`src/rtl/systolic_sequencer_pkg.sv`:
```
// matmul_pkg: shared declarations for the systolic matmul sequencer.
// Latency: none; this file holds types, constants and helpers only.
// Backpressure: none.
package matmul_pkg;

    // Default array edge; instances may override it through their parameters.
    localparam int ARRAY_DIM = 4;

    // Width of a dimension field able to hold 0..ARRAY_DIM.
    localparam int DIM_W = $clog2(ARRAY_DIM + 1);

    typedef enum logic [2:0] {
        ST_IDLE,
        ST_CLEAR,
        ST_FEED,
        ST_DRAIN,
        ST_DONE
    } state_e;

    // Feed cycles: K elements per lane, plus the skew of the last row
    // (max_dim-1) and the hop of the last column (max_dim-1).
    function automatic int feed_len(input int k, input int max_dim);
        return k + 2 * max_dim - 2;
    endfunction

endpackage

```
`src/rtl/systolic_sequencer_if.sv`:
```
// systolic_sequencer_if: operand/command bus and PE-array drive bus of the sequencer.
// Latency: none; wires only.
// Backpressure: none; start is a one-cycle request, the sequencer ignores it while busy.
// master: operand/command side (drives start, dims, matrices; observes status and edges).
// slave : the sequencer (drives edge vectors, PE controls and status).
interface systolic_sequencer_if #(
    parameter int DATA_WIDTH = 32,
    parameter int MAX_DIM    = 4
);
    localparam int DW = $clog2(MAX_DIM + 1);

    logic                                  start_i;
    logic [DW-1:0]                         dim_n_i;
    logic [DW-1:0]                         dim_k_i;
    logic [DW-1:0]                         dim_m_i;
    logic [MAX_DIM*MAX_DIM*DATA_WIDTH-1:0] mat_a_i;
    logic [MAX_DIM*MAX_DIM*DATA_WIDTH-1:0] mat_b_i;
    logic [MAX_DIM*DATA_WIDTH-1:0]         left_o;
    logic [MAX_DIM*DATA_WIDTH-1:0]         up_o;
    logic                                  pe_clr_o;
    logic                                  pe_en_o;
    logic                                  busy_o;
    logic                                  done_o;
    logic                                  err_o;

    modport master (
        output start_i, dim_n_i, dim_k_i, dim_m_i, mat_a_i, mat_b_i,
        input  left_o, up_o, pe_clr_o, pe_en_o, busy_o, done_o, err_o
    );

    modport slave (
        input  start_i, dim_n_i, dim_k_i, dim_m_i, mat_a_i, mat_b_i,
        output left_o, up_o, pe_clr_o, pe_en_o, busy_o, done_o, err_o
    );
endinterface

```
`src/rtl/systolic_skew_sel.sv`:
```
// systolic_skew_sel: picks the skewed, zero-padded edge element for every lane at step t.
// Latency: combinational.  Backpressure: none.
// Ports: i_step (t), i_lanes (N for A / M for B), i_dim_k (K), i_mat (packed row-major
// matrix), o_edge (MAX_DIM lanes of DATA_WIDTH). COL_MODE=0 reads A[l][t-l], 1 reads B[t-l][l].
module systolic_skew_sel
    import matmul_pkg::*;
#(
    parameter int DATA_WIDTH = 32,
    parameter int MAX_DIM    = 4,
    parameter int CNT_W      = 4,
    parameter int DW         = 3,
    parameter bit COL_MODE   = 1'b0
) (
    input  logic [CNT_W-1:0]                    i_step,
    input  logic [DW-1:0]                       i_lanes,
    input  logic [DW-1:0]                       i_dim_k,
    input  logic [MAX_DIM*MAX_DIM*DATA_WIDTH-1:0] i_mat,
    output logic [MAX_DIM*DATA_WIDTH-1:0]       o_edge
);
    int w_kk;
    int w_idx;

    always_comb begin
        o_edge = '0;
        w_kk   = 0;
        w_idx  = 0;
        for (int l = 0; l < MAX_DIM; l++) begin
            // Lane l lags lane 0 by l steps; kk is the inner-product index it carries now.
            w_kk  = int'(i_step) - l;
            w_idx = COL_MODE ? (w_kk * MAX_DIM + l) : (l * MAX_DIM + w_kk);
            if ((l < int'(i_lanes)) && (w_kk >= 0) && (w_kk < int'(i_dim_k))) begin
                o_edge[l*DATA_WIDTH +: DATA_WIDTH] = i_mat[w_idx*DATA_WIDTH +: DATA_WIDTH];
            end
        end
    end
endmodule

```
`src/rtl/systolic_sequencer.sv`:
```
// systolic_sequencer: sequences one A(NxK) x B(KxM) product through the MAX_DIM^2 PE array.
// Latency: start to done_o = K + 2*MAX_DIM + PIPE_LAT cycles; illegal dims give done_o+err_o next cycle.
// Backpressure: none; start_i is ignored while busy_o, operands are read live and must stay stable.
// Ports: clk_i, rst_ni (async, active-low), bus (slave modport: start/dims/matrices in,
// registered left/up edge vectors, pe_clr/pe_en, busy/done/err out).
module systolic_sequencer
    import matmul_pkg::*;
#(
    parameter int DATA_WIDTH = 32,
    parameter int MAX_DIM    = ARRAY_DIM,
    parameter int PIPE_LAT   = 1
) (
    input  logic                clk_i,
    input  logic                rst_ni,
    systolic_sequencer_if.slave bus
);
    localparam int DW      = $clog2(MAX_DIM + 1);
    localparam int CNT_MAX = (3 * MAX_DIM > PIPE_LAT) ? 3 * MAX_DIM : PIPE_LAT;
    localparam int CNT_W   = $clog2(CNT_MAX + 1);
    localparam int EW      = MAX_DIM * DATA_WIDTH;
    localparam logic [CNT_W-1:0] DRAIN_LAST = CNT_W'((PIPE_LAT > 0) ? PIPE_LAT - 1 : 0);

    state_e           r_state;
    state_e           w_state_nxt;
    logic [DW-1:0]    r_n, r_k, r_m;
    logic             r_err;
    logic [CNT_W-1:0] r_cnt;
    logic [CNT_W-1:0] w_cnt_nxt;
    logic [CNT_W-1:0] w_feed_last;
    logic [EW-1:0]    r_left, r_up;
    logic [EW-1:0]    w_left, w_up;
    logic             w_dims_ok;
    logic             w_start;

    assign w_dims_ok = (bus.dim_n_i != '0) && (bus.dim_n_i <= DW'(MAX_DIM)) &&
                       (bus.dim_k_i != '0) && (bus.dim_k_i <= DW'(MAX_DIM)) &&
                       (bus.dim_m_i != '0) && (bus.dim_m_i <= DW'(MAX_DIM));
    assign w_start     = bus.start_i && ((r_state == ST_IDLE) || (r_state == ST_DONE));
    assign w_feed_last = CNT_W'(feed_len(int'(r_k), MAX_DIM) - 1);

    // State register.
    always_ff @(posedge clk_i or negedge rst_ni) begin
        if (!rst_ni) r_state <= ST_IDLE;
        else         r_state <= w_state_nxt;
    end

    // Next-state logic.
    always_comb begin
        w_state_nxt = r_state;
        case (r_state)
            ST_IDLE, ST_DONE: begin
                if (bus.start_i) w_state_nxt = w_dims_ok ? ST_CLEAR : ST_DONE;
                else             w_state_nxt = ST_IDLE;
            end
            ST_CLEAR: w_state_nxt = ST_FEED;
            ST_FEED: begin
                if (r_cnt == w_feed_last) w_state_nxt = (PIPE_LAT > 0) ? ST_DRAIN : ST_DONE;
            end
            ST_DRAIN: begin
                if (r_cnt == DRAIN_LAST) w_state_nxt = ST_DONE;
            end
            default: w_state_nxt = ST_IDLE;
        endcase
    end

    // Output decode from the current state.
    always_comb begin
        bus.pe_clr_o = 1'b0;
        bus.pe_en_o  = 1'b0;
        bus.busy_o   = 1'b0;
        bus.done_o   = 1'b0;
        bus.err_o    = 1'b0;
        case (r_state)
            ST_CLEAR: begin
                bus.pe_clr_o = 1'b1;
                bus.busy_o   = 1'b1;
            end
            ST_FEED, ST_DRAIN: begin
                bus.pe_en_o = 1'b1;
                bus.busy_o  = 1'b1;
            end
            ST_DONE: begin
                bus.done_o = 1'b1;
                bus.err_o  = r_err;
            end
            default: ;
        endcase
    end

    // Counter value for the next cycle: feed step while feeding, drain index while draining.
    // The skew selectors look at this next value so the registered edges line up with r_cnt.
    always_comb begin
        w_cnt_nxt = '0;
        if ((r_state == ST_FEED) && (r_cnt != w_feed_last)) w_cnt_nxt = r_cnt + CNT_W'(1);
        else if ((r_state == ST_DRAIN) && (r_cnt != DRAIN_LAST)) w_cnt_nxt = r_cnt + CNT_W'(1);
    end

    systolic_skew_sel #(
        .DATA_WIDTH (DATA_WIDTH),
        .MAX_DIM    (MAX_DIM),
        .CNT_W      (CNT_W),
        .DW         (DW),
        .COL_MODE   (1'b0)
    ) u_skew_a (
        .i_step  (w_cnt_nxt),
        .i_lanes (r_n),
        .i_dim_k (r_k),
        .i_mat   (bus.mat_a_i),
        .o_edge  (w_left)
    );

    systolic_skew_sel #(
        .DATA_WIDTH (DATA_WIDTH),
        .MAX_DIM    (MAX_DIM),
        .CNT_W      (CNT_W),
        .DW         (DW),
        .COL_MODE   (1'b1)
    ) u_skew_b (
        .i_step  (w_cnt_nxt),
        .i_lanes (r_m),
        .i_dim_k (r_k),
        .i_mat   (bus.mat_b_i),
        .o_edge  (w_up)
    );

    always_ff @(posedge clk_i or negedge rst_ni) begin
        if (!rst_ni) begin
            r_n    <= '0;
            r_k    <= '0;
            r_m    <= '0;
            r_err  <= 1'b0;
            r_cnt  <= '0;
            r_left <= '0;
            r_up   <= '0;
        end else begin
            r_cnt <= w_cnt_nxt;
            if (w_start) begin
                r_err <= !w_dims_ok;
                if (w_dims_ok) begin
                    r_n <= bus.dim_n_i;
                    r_k <= bus.dim_k_i;
                    r_m <= bus.dim_m_i;
                end
            end
            // Edges carry data only in FEED cycles; every other state presents zeros.
            r_left <= (w_state_nxt == ST_FEED) ? w_left : '0;
            r_up   <= (w_state_nxt == ST_FEED) ? w_up   : '0;
        end
    end

    assign bus.left_o = r_left;
    assign bus.up_o   = r_up;
endmodule

```
`src/flat_wrapper.sv`:
```
// flat-port wrapper written by rule: the top's interface ports become plain ports
module systolic_sequencer_flat import matmul_pkg::*;
#(
    parameter int DATA_WIDTH = 32,
    parameter int MAX_DIM    = ARRAY_DIM,
    parameter int PIPE_LAT   = 1
)
  (clk_i, rst_ni, bus_start_i, bus_dim_n_i, bus_dim_k_i, bus_dim_m_i, bus_mat_a_i, bus_mat_b_i, bus_left_o, bus_up_o, bus_pe_clr_o, bus_pe_en_o, bus_busy_o, bus_done_o, bus_err_o);
  systolic_sequencer_if #(.DATA_WIDTH(DATA_WIDTH), .MAX_DIM(MAX_DIM)) bus_i ();
  input  logic clk_i;
  input  logic rst_ni;
  input wire logic [$bits(bus_i.start_i)-1:0] bus_start_i;
  input wire logic [$bits(bus_i.dim_n_i)-1:0] bus_dim_n_i;
  input wire logic [$bits(bus_i.dim_k_i)-1:0] bus_dim_k_i;
  input wire logic [$bits(bus_i.dim_m_i)-1:0] bus_dim_m_i;
  input wire logic [$bits(bus_i.mat_a_i)-1:0] bus_mat_a_i;
  input wire logic [$bits(bus_i.mat_b_i)-1:0] bus_mat_b_i;
  output wire logic [$bits(bus_i.left_o)-1:0] bus_left_o;
  output wire logic [$bits(bus_i.up_o)-1:0] bus_up_o;
  output wire logic [$bits(bus_i.pe_clr_o)-1:0] bus_pe_clr_o;
  output wire logic [$bits(bus_i.pe_en_o)-1:0] bus_pe_en_o;
  output wire logic [$bits(bus_i.busy_o)-1:0] bus_busy_o;
  output wire logic [$bits(bus_i.done_o)-1:0] bus_done_o;
  output wire logic [$bits(bus_i.err_o)-1:0] bus_err_o;
  assign bus_i.start_i = bus_start_i;
  assign bus_i.dim_n_i = bus_dim_n_i;
  assign bus_i.dim_k_i = bus_dim_k_i;
  assign bus_i.dim_m_i = bus_dim_m_i;
  assign bus_i.mat_a_i = bus_mat_a_i;
  assign bus_i.mat_b_i = bus_mat_b_i;
  assign bus_left_o = bus_i.left_o;
  assign bus_up_o = bus_i.up_o;
  assign bus_pe_clr_o = bus_i.pe_clr_o;
  assign bus_pe_en_o = bus_i.pe_en_o;
  assign bus_busy_o = bus_i.busy_o;
  assign bus_done_o = bus_i.done_o;
  assign bus_err_o = bus_i.err_o;
  systolic_sequencer #(.DATA_WIDTH(DATA_WIDTH), .MAX_DIM(MAX_DIM), .PIPE_LAT(PIPE_LAT)) u_core (.clk_i(clk_i), .rst_ni(rst_ni), .bus(bus_i));
endmodule
```
`config.mk`:
```
export PLATFORM = sky130hd
export DESIGN_NAME = systolic_sequencer_flat
export DESIGN_NICKNAME = d
export VERILOG_FILES = /design/src/rtl/systolic_sequencer_pkg.sv /design/src/rtl/systolic_sequencer_if.sv /design/src/rtl/systolic_skew_sel.sv /design/src/rtl/systolic_sequencer.sv /design/src/flat_wrapper.sv
export SDC_FILE = /design/constraint.sdc
export NUM_CORES = 1
export LEC_CHECK = 0
export CORE_AREA = 2 2 510 512
export DETAILED_ROUTE_END_ITERATION = 6
export DIE_AREA = 0 0 512 514
export PLACE_DENSITY = 0.3
export SYNTH_ARGS = -nofsm -noshare
export SYNTH_HDL_FRONTEND = slang
export SYNTH_SLANG_ARGS = --single-unit
export TNS_END_PERCENT = 5
```
`constraint.sdc`:
```
create_clock -name clk_i -period 10.3 [get_ports clk_i]
set_input_delay 1.545 -clock clk_i [delete_from_list [all_inputs] [get_ports clk_i]]
set_output_delay 1.545 -clock clk_i [all_outputs]
set_load 0.02 [all_outputs]
```
==> results of run 1 <==
## worst max path at each step
| stage | slack (ns) | start | end | cells past startpoint |
|---|---|---|---|---|
| 6_report | 1.56 | u_core.r_cnt[0] | u_core.bus.up_o[116] | 16 |
| 4_1_cts | 1.58 | u_core.r_cnt[0] | u_core.bus.up_o[126] | 16 |
| 2_1_floorplan | 4.07 | u_core.r_cnt[0] | u_core.bus.left_o[116] | 26 |
| 3_5_place_dp | 1.58 | u_core.r_cnt[0] | u_core.bus.up_o[122] | 17 |
| 5_1_grt | 1.0 | u_core.r_cnt[0] | u_core.bus.up_o[124] | 16 |
| 3_3_place_gp | 1.72 | u_core.r_cnt[0] | u_core.bus.up_o[97] | 16 |
## registers in the layout, indices dropped and copies added (netlist names)
| register | flops |
|---|---|
| u_core.r_k | 3 |
| u_core.r_cnt | 4 |
| u_core.bus.up_o | 128 |
| u_core.r_err | 1 |
| u_core.r_m | 3 |
| u_core.bus.left_o | 128 |
| u_core.r_n | 3 |
| u_core.r_state | 3 |
## cells in the final DEF (no fill, tap or decap), types with 75 or more instances in the layout
master / count
nand2_1: 188
a21oi_1: 114
mux2i_1: 131
buf_4: 78
o22ai_1: 240
or3_1: 98
mux4_2: 76
and3_1: 288
a211oi_1: 389
clkdlybuf4s50_1: 1295
dfrtp_1: 272
mux2_2: 75
## Yosys cell counts (9+ instances only)
cell / number / area share, %
a2111oi_0: 35 / 1.1
a211o_1: 32 / 1.0
a211oi_1: 389 / 11
a21oi_1: 114 / 2.1
a221oi_1: 63 / 2.0
a222oi_1: 32 / 1.2
a22oi_1: 16 / 0.44
a311o_1: 32 / 1.2
a311oi_1: 64 / 2.0
a31oi_1: 70 / 1.6
a41oi_1: 17 / 0.54
and2_1: 72 / 1.6
and3_1: 289 / 6.6
buf_1: 25 / 0.34
buf_2: 88 / 1.6
buf_4: 14 / 0.38
clkbuf_1: 287 / 3.9
dfrtp_1: 273 / 25
ha_1: 19 / 0.86
inv_1: 11 / 0.15
mux2_2: 75 / 3.1
mux2i_1: 131 / 4.8
mux4_2: 76 / 6.2
nand2_1: 189 / 2.6
nand3_1: 50 / 0.91
nor2_1: 65 / 0.89
nor2b_1: 48 / 1.1
nor3_1: 33 / 0.60
nor4_1: 39 / 0.89
o21ai_0: 67 / 1.2
o22ai_1: 240 / 5.5
o32a_1: 30 / 1.1
or3_1: 98 / 2.2
or4_1: 49 / 1.3
xor2_1: 9 / 0.29
## through the flow
step	hold WS (ns)	setup WS, ns	util, %	instances
after floorplan	0.494	4.07	-	3243
after global placement	0.523	1.72	17.0	7610
after detailed placement	0.522	1.58	17.0	7610
after global routing	0.563	1.00	17.7	7723
final	0.538	1.56	17.7	7746
after CTS	0.536	1.58	17.6	7695
## worst reg2reg max path, delay by kind of cell, from the launching register on
family	cells	cell delay, ns
fa+ha+maj	3	1.28
flops	1	0.80
compound gates	3	1.44
simple gates	8	3.93
buf+inv	2	1.23
## power groups by stage
stage               sequential, µW  clock, µW  combinational (µW)
detailed placement            1160          0                1910
CTS                           1150       1860                1920
finish                        1150       1790                1930
global route                  1150       1890                2010
global placement              1170          0                1910
floorplan                     1160          0                 723
## routing by layer
metal | wire length (µm) | global-route usage, %
met4 | 8590 | 5.98
met3 | 25200 | 6.07
met1 | 128000 | 27.9
met2 | 136000 | 34.6
met5 | 485 | 0
## area by class of cell
type / count / area, µm²
diodes: 51 / 128
flip-flops and latches: 273 / 6840
fillers: 28700 / 212000
multi-input cells: 2540 / 19100
clock buffers: 68 / 1390
repair buffers: 1379 / 13700
inverters: 16 / 77.6
clock inverters: 17 / 211
well taps: 3402 / 4260
## cell families (layout without fill, tap and decap cells)
family,count (synthesis),after routing,share of synthesized area (%)
buffers and inverters,430,1480,6.46
and+or+nand+nor,975,975,20.1
DFF,273,273,24.8
other,0,51,0
AOI/OAI and AO/OA,1251,1251,33.3
muxes,282,282,14.1
xor gates and xnor gates,13,13,0.414
adders and majority gates,19,19,0.864
==> results.cfg, run 1 <==
[run_status]
status = complete, no violations

[critical_path]
rr_startpoint = u_core.r_cnt[0]
cp-end-kind = flop
cp_slowest_stage_delay_ns = 1.12
rr_endpoint = u_core.bus.up_o[116]
worstPathMaxFanout = 77
reg2reg_depth = 16
cp.arrival_ns = 9.33
path_class = reg2reg
cp.required_ns = 10.90
critPathTopFamily = simple AND/OR/NAND/NOR gates
cp_common_cell = ha_1
regToRegSetupSlack_ns = 1.56
slowest_stage = nand2_4
cp-start-kind = flop
timing.critical_path.buf_inv = 2
path_cells = inv_4 > ha_1 > or3b_4 > nand2_2 > nand4_4 > nand2_4 > inv_8 > ha_1 > nor4_1 > a21boi_2 > nor3_4 > ha_1 > a21oi_1 > nor4b_1 > o2111a_2 > and2_1

[timing]
max_slew_margin_pct = 4.32
worst_pin_slew_ns = 1.44
hold_violations = 0
fin_crit_sh_pct = 84.8
grt_setup_unrepaired = false
skew_ns = 0.0362
fmax_ghz = 0.114
period_minus_slack_ns = 8.74
finalMaxSlewViolations = 0
fin_tns_setup_ns = 0
setup_viol = 0

[logic_synthesis]
synth-seq-area-share_pct = 24.8
syn_area_um2 = 27500
syn_area_per_cell_um2 = 8.48
synth_seq_cells = 273
synth_enable_flop_cells = 0
synthCells = 3243
yosysWarnings = 0
synth.distinct_cells = 84
syn_nets = 4298
synth-main-ff-cell = dfrtp_1
synthArstFlopShare_pct = 100

[clocking]
clk_latency_ns = 0.70
htree_levels = 2
cts_buffer_depth = 3
holdBufCountCts = 0
root_buffer = clkbuf_16
cts_setup_buffers = 0
postCtsResizedCells = 0
cts_tree = built
cts.sinks = 273
numCtsBuffers = 48
clk_pin_slew_ns = 0.06

[floorplanning]
ioPinCount = 1297
num_rows = 187
chipHeight_um = 514
initial_core_util_pct = 10.7
die-area_um2 = 263000
die_width_um = 512
core_um2 = 258000

[route]
routedWlPerCell_um = 38.4
drcViolationCount = 0
routed_wl_um = 298000
postRouteAntennaNets = 0
via_per_inst = 4.83
drt_iter0_drc = 4802
route.vias.total = 37400
first_pass_iters = 6

[power_and_ir_drop]
clock_power_share_pct = 36.7
power_frac_seq_pct = 23.6
p_int_uw = 2890
peakVddDrop_mv = 0.125
p_per_area_nw_per_um2 = 107
leakagePower_uw = 0.0167
power_uw = 4860
power.switching_uw = 1970
p_sw_share_pct = 40.6
power_frac_comb_pct = 39.7

[grt]
grt_pass1_vias = 36400
grt_max_degree = 182
grt_use_total_pct = 21.5
grt_first_pass_wirelength_um = 385000
grt_overflow_total = 0
antenna_found_initial = 140

[cells_and_area]
drive_gt1_share_pct = 8.48
final_nets = 5313
final_area_um2 = 45600
area_delta_synth_final_pct = 65.9

[placement]
place_area_um2 = 43900
hpwlAfterDp_um = 229000
place_congestion = 0.893
numPortBuffers = 1296

[hold_path]
hold_depth = 2
whs_endpoint = u_core.r_err
hold_path_startpoint = u_core.r_err
hp-class = reg2reg

[flow_run]
cap_violations = 0
Note: power is estimated with default switching activity, not from simulation.
==> run 2: changes to the inputs <==
==> constraint.sdc (replaced) <==
create_clock -name clk_i -period 7.6 [get_ports clk_i]
set_input_delay 1.14 -clock clk_i [delete_from_list [all_inputs] [get_ports clk_i]]
set_output_delay 1.14 -clock clk_i [all_outputs]
set_load 0.02 [all_outputs]
==> results.cfg, run 2 (same netlist as run 1, synthesis figures left out) <==
[run_status]
status = finished, violations left
violations = capacitance limit, slew limit

[route]
drt_iter0_drc = 4370
routed_wl_um = 301000
route.vias.total = 37400
routedWlPerCell_um = 38.8
first_pass_iters = 5
drcViolationCount = 0
via_per_inst = 4.83
postRouteAntennaNets = 0

[grt]
grt_pass1_vias = 36700
grt_use_total_pct = 21.8
grt_overflow_total = 0
grt_first_pass_wirelength_um = 390000
grt_max_degree = 213
antenna_found_initial = 133

[timing]
worst_pin_slew_ns = 1.54
fin_crit_sh_pct = 84.3
skew_ns = 0.0365
fmax_ghz = 0.156
period_minus_slack_ns = 6.41
max_slew_margin_pct = -3.69
grt_setup_unrepaired = false
setup_viol = 0
finalMaxSlewViolations = 2
fin_tns_setup_ns = 0
hold_violations = 0

[power_and_ir_drop]
peakVddDrop_mv = 0.138
p_per_area_nw_per_um2 = 144
power_frac_comb_pct = 39.6
clock_power_share_pct = 37.0
p_int_uw = 3930
leakagePower_uw = 0.0167
p_sw_share_pct = 40.5
power_frac_seq_pct = 23.4
power.switching_uw = 2680

[critical_path]
timing.critical_path.buf_inv = 4
slowest_stage = or3_1
crit_end = u_core.bus.left_o[45]
cp-start-kind = flop
reg2reg_depth = 17
cp.arrival_ns = 6.99
rr_startpoint = u_core.r_cnt[0]
cp_common_cell = ha_1
path_class = reg2reg
critPathTopFamily = simple AND/OR/NAND/NOR gates
cp.required_ns = 8.18
cp-end-kind = flop
worstPathMaxFanout = 34
startpoint = u_core.r_cnt[0]
rr_endpoint = u_core.bus.left_o[45]
crit_cells = 17
cp_slowest_stage_delay_ns = 0.79
regToRegSetupSlack_ns = 1.19
path_cells = inv_4 > ha_1 > nor3b_1 > nor2_1 > nor4_4 > nor2_4 > inv_8 > ha_1 > nor3_1 > a32o_1 > a221oi_4 > buf_4 > inv_1 > ha_1 > or3_1 > or3_1 > a41oi_1

[clocking]
clk_latency_ns = 0.69
htree_levels = 2
cts_setup_buffers = 0
cts_buffer_depth = 3
root_buffer = clkbuf_16
cts.sinks = 273
clk_pin_slew_ns = 0.06
numCtsBuffers = 47
holdBufCountCts = 0
postCtsResizedCells = 0
cts_tree = built

[floorplanning]
core_um2 = 258000
initial_core_util_pct = 10.7
chipHeight_um = 514
die-area_um2 = 263000
ioPinCount = 1297
die_width_um = 512
num_rows = 187

[placement]
hpwlAfterDp_um = 235000
place_congestion = 0.907
numPortBuffers = 1296

[cells_and_area]
n_fill_cell = 28800
area_delta_synth_final_pct = 66.2
finish.utilization_pct = 17.7
layout_commonest_cell = clkdlybuf4s50_1
layout_common_cells = clkdlybuf4s50_1 (1295), a211oi_1 (389), and3_1 (288), dfrtp_1 (272), o22ai_1 (240)
final_nets = 5320
drive_gt1_share_pct = 8.77

[flow_run]
cap_violations = 1

[hold_path]
hp-class = in2async
==> run 2: worst register-to-register path, delay by kind of cell, from the launching register on <==
family / cells / cell delay [ns]
DFF: 1 / 0.62
and+or+nand+nor: 7 / 2.63
adders and majority gates: 3 / 1.22
buffers and inverters: 4 / 1.10
AOI/OAI and AO/OA: 3 / 0.75
==> run 2: power by group through the flow <==
stage                     clock network (µW)  registers [µW]  logic, µW
final                                   2440            1540       2610
after global placement                     0            1570       2600
after detailed placement                   0            1570       2590
after CTS                               2560            1540       2600
after floorplan                            0            1570        980
after global routing                    2570            1550       2710
==> run 2: layer usage <==
layer / vias up / global-route usage, % / share of wire [%]
met1: 19300 / 29.2 / 44
met4: 54 / 6.29 / 2.9
met2: 2351 / 34.8 / 45
met5: - / 0 / 0.13
met3: 341 / 4.76 / 7.4
li1: 15300 / - / -
==> run 2: area by class of cell <==
cell class	count	area, µm²	share of cell area, %
antenna	45	113	0.246
clock buffer	61	1340	2.93
clock inverter	24	284	0.621
inverter	16	77.6	0.170
multi-input combinational	2540	19100	41.7
sequential	273	6840	14.9
tap	3402	4260	9.31
timing repair buffer	1387	13700	30.1
==> run 2: how the worst min path moves through the flow <==
stage	from	to	slack (ns)	depth (start not counted)
6_report	rst_ni	u_core.bus.left_o[89]	0.48	1
5_1_grt	rst_ni	u_core.bus.left_o[89]	0.49	1
4_1_cts	rst_ni	u_core.bus.left_o[56]	0.45	1
3_5_place_dp	u_core.r_m[1]	u_core.r_m[1]	0.53	1
3_3_place_gp	u_core.r_n[0]	u_core.r_n[0]	0.53	1
2_1_floorplan	u_core.r_m[1]	u_core.r_m[1]	0.49	1
==> run 2: through the flow <==
stage               cells  cell area [µm²]  total power (µW)  hold slack [ns]  setup WS (ns)
detailed placement   7618            44000              4160            0.531           1.15
floorplan            3243            27500              2550            0.494           1.37
CTS                  7703            45600              6700            0.452           1.13
global route         7728            45700              6840            0.491          0.794
global placement     7617            44000              4170            0.528           1.14
finish               7748            45700              6600            0.476           1.19
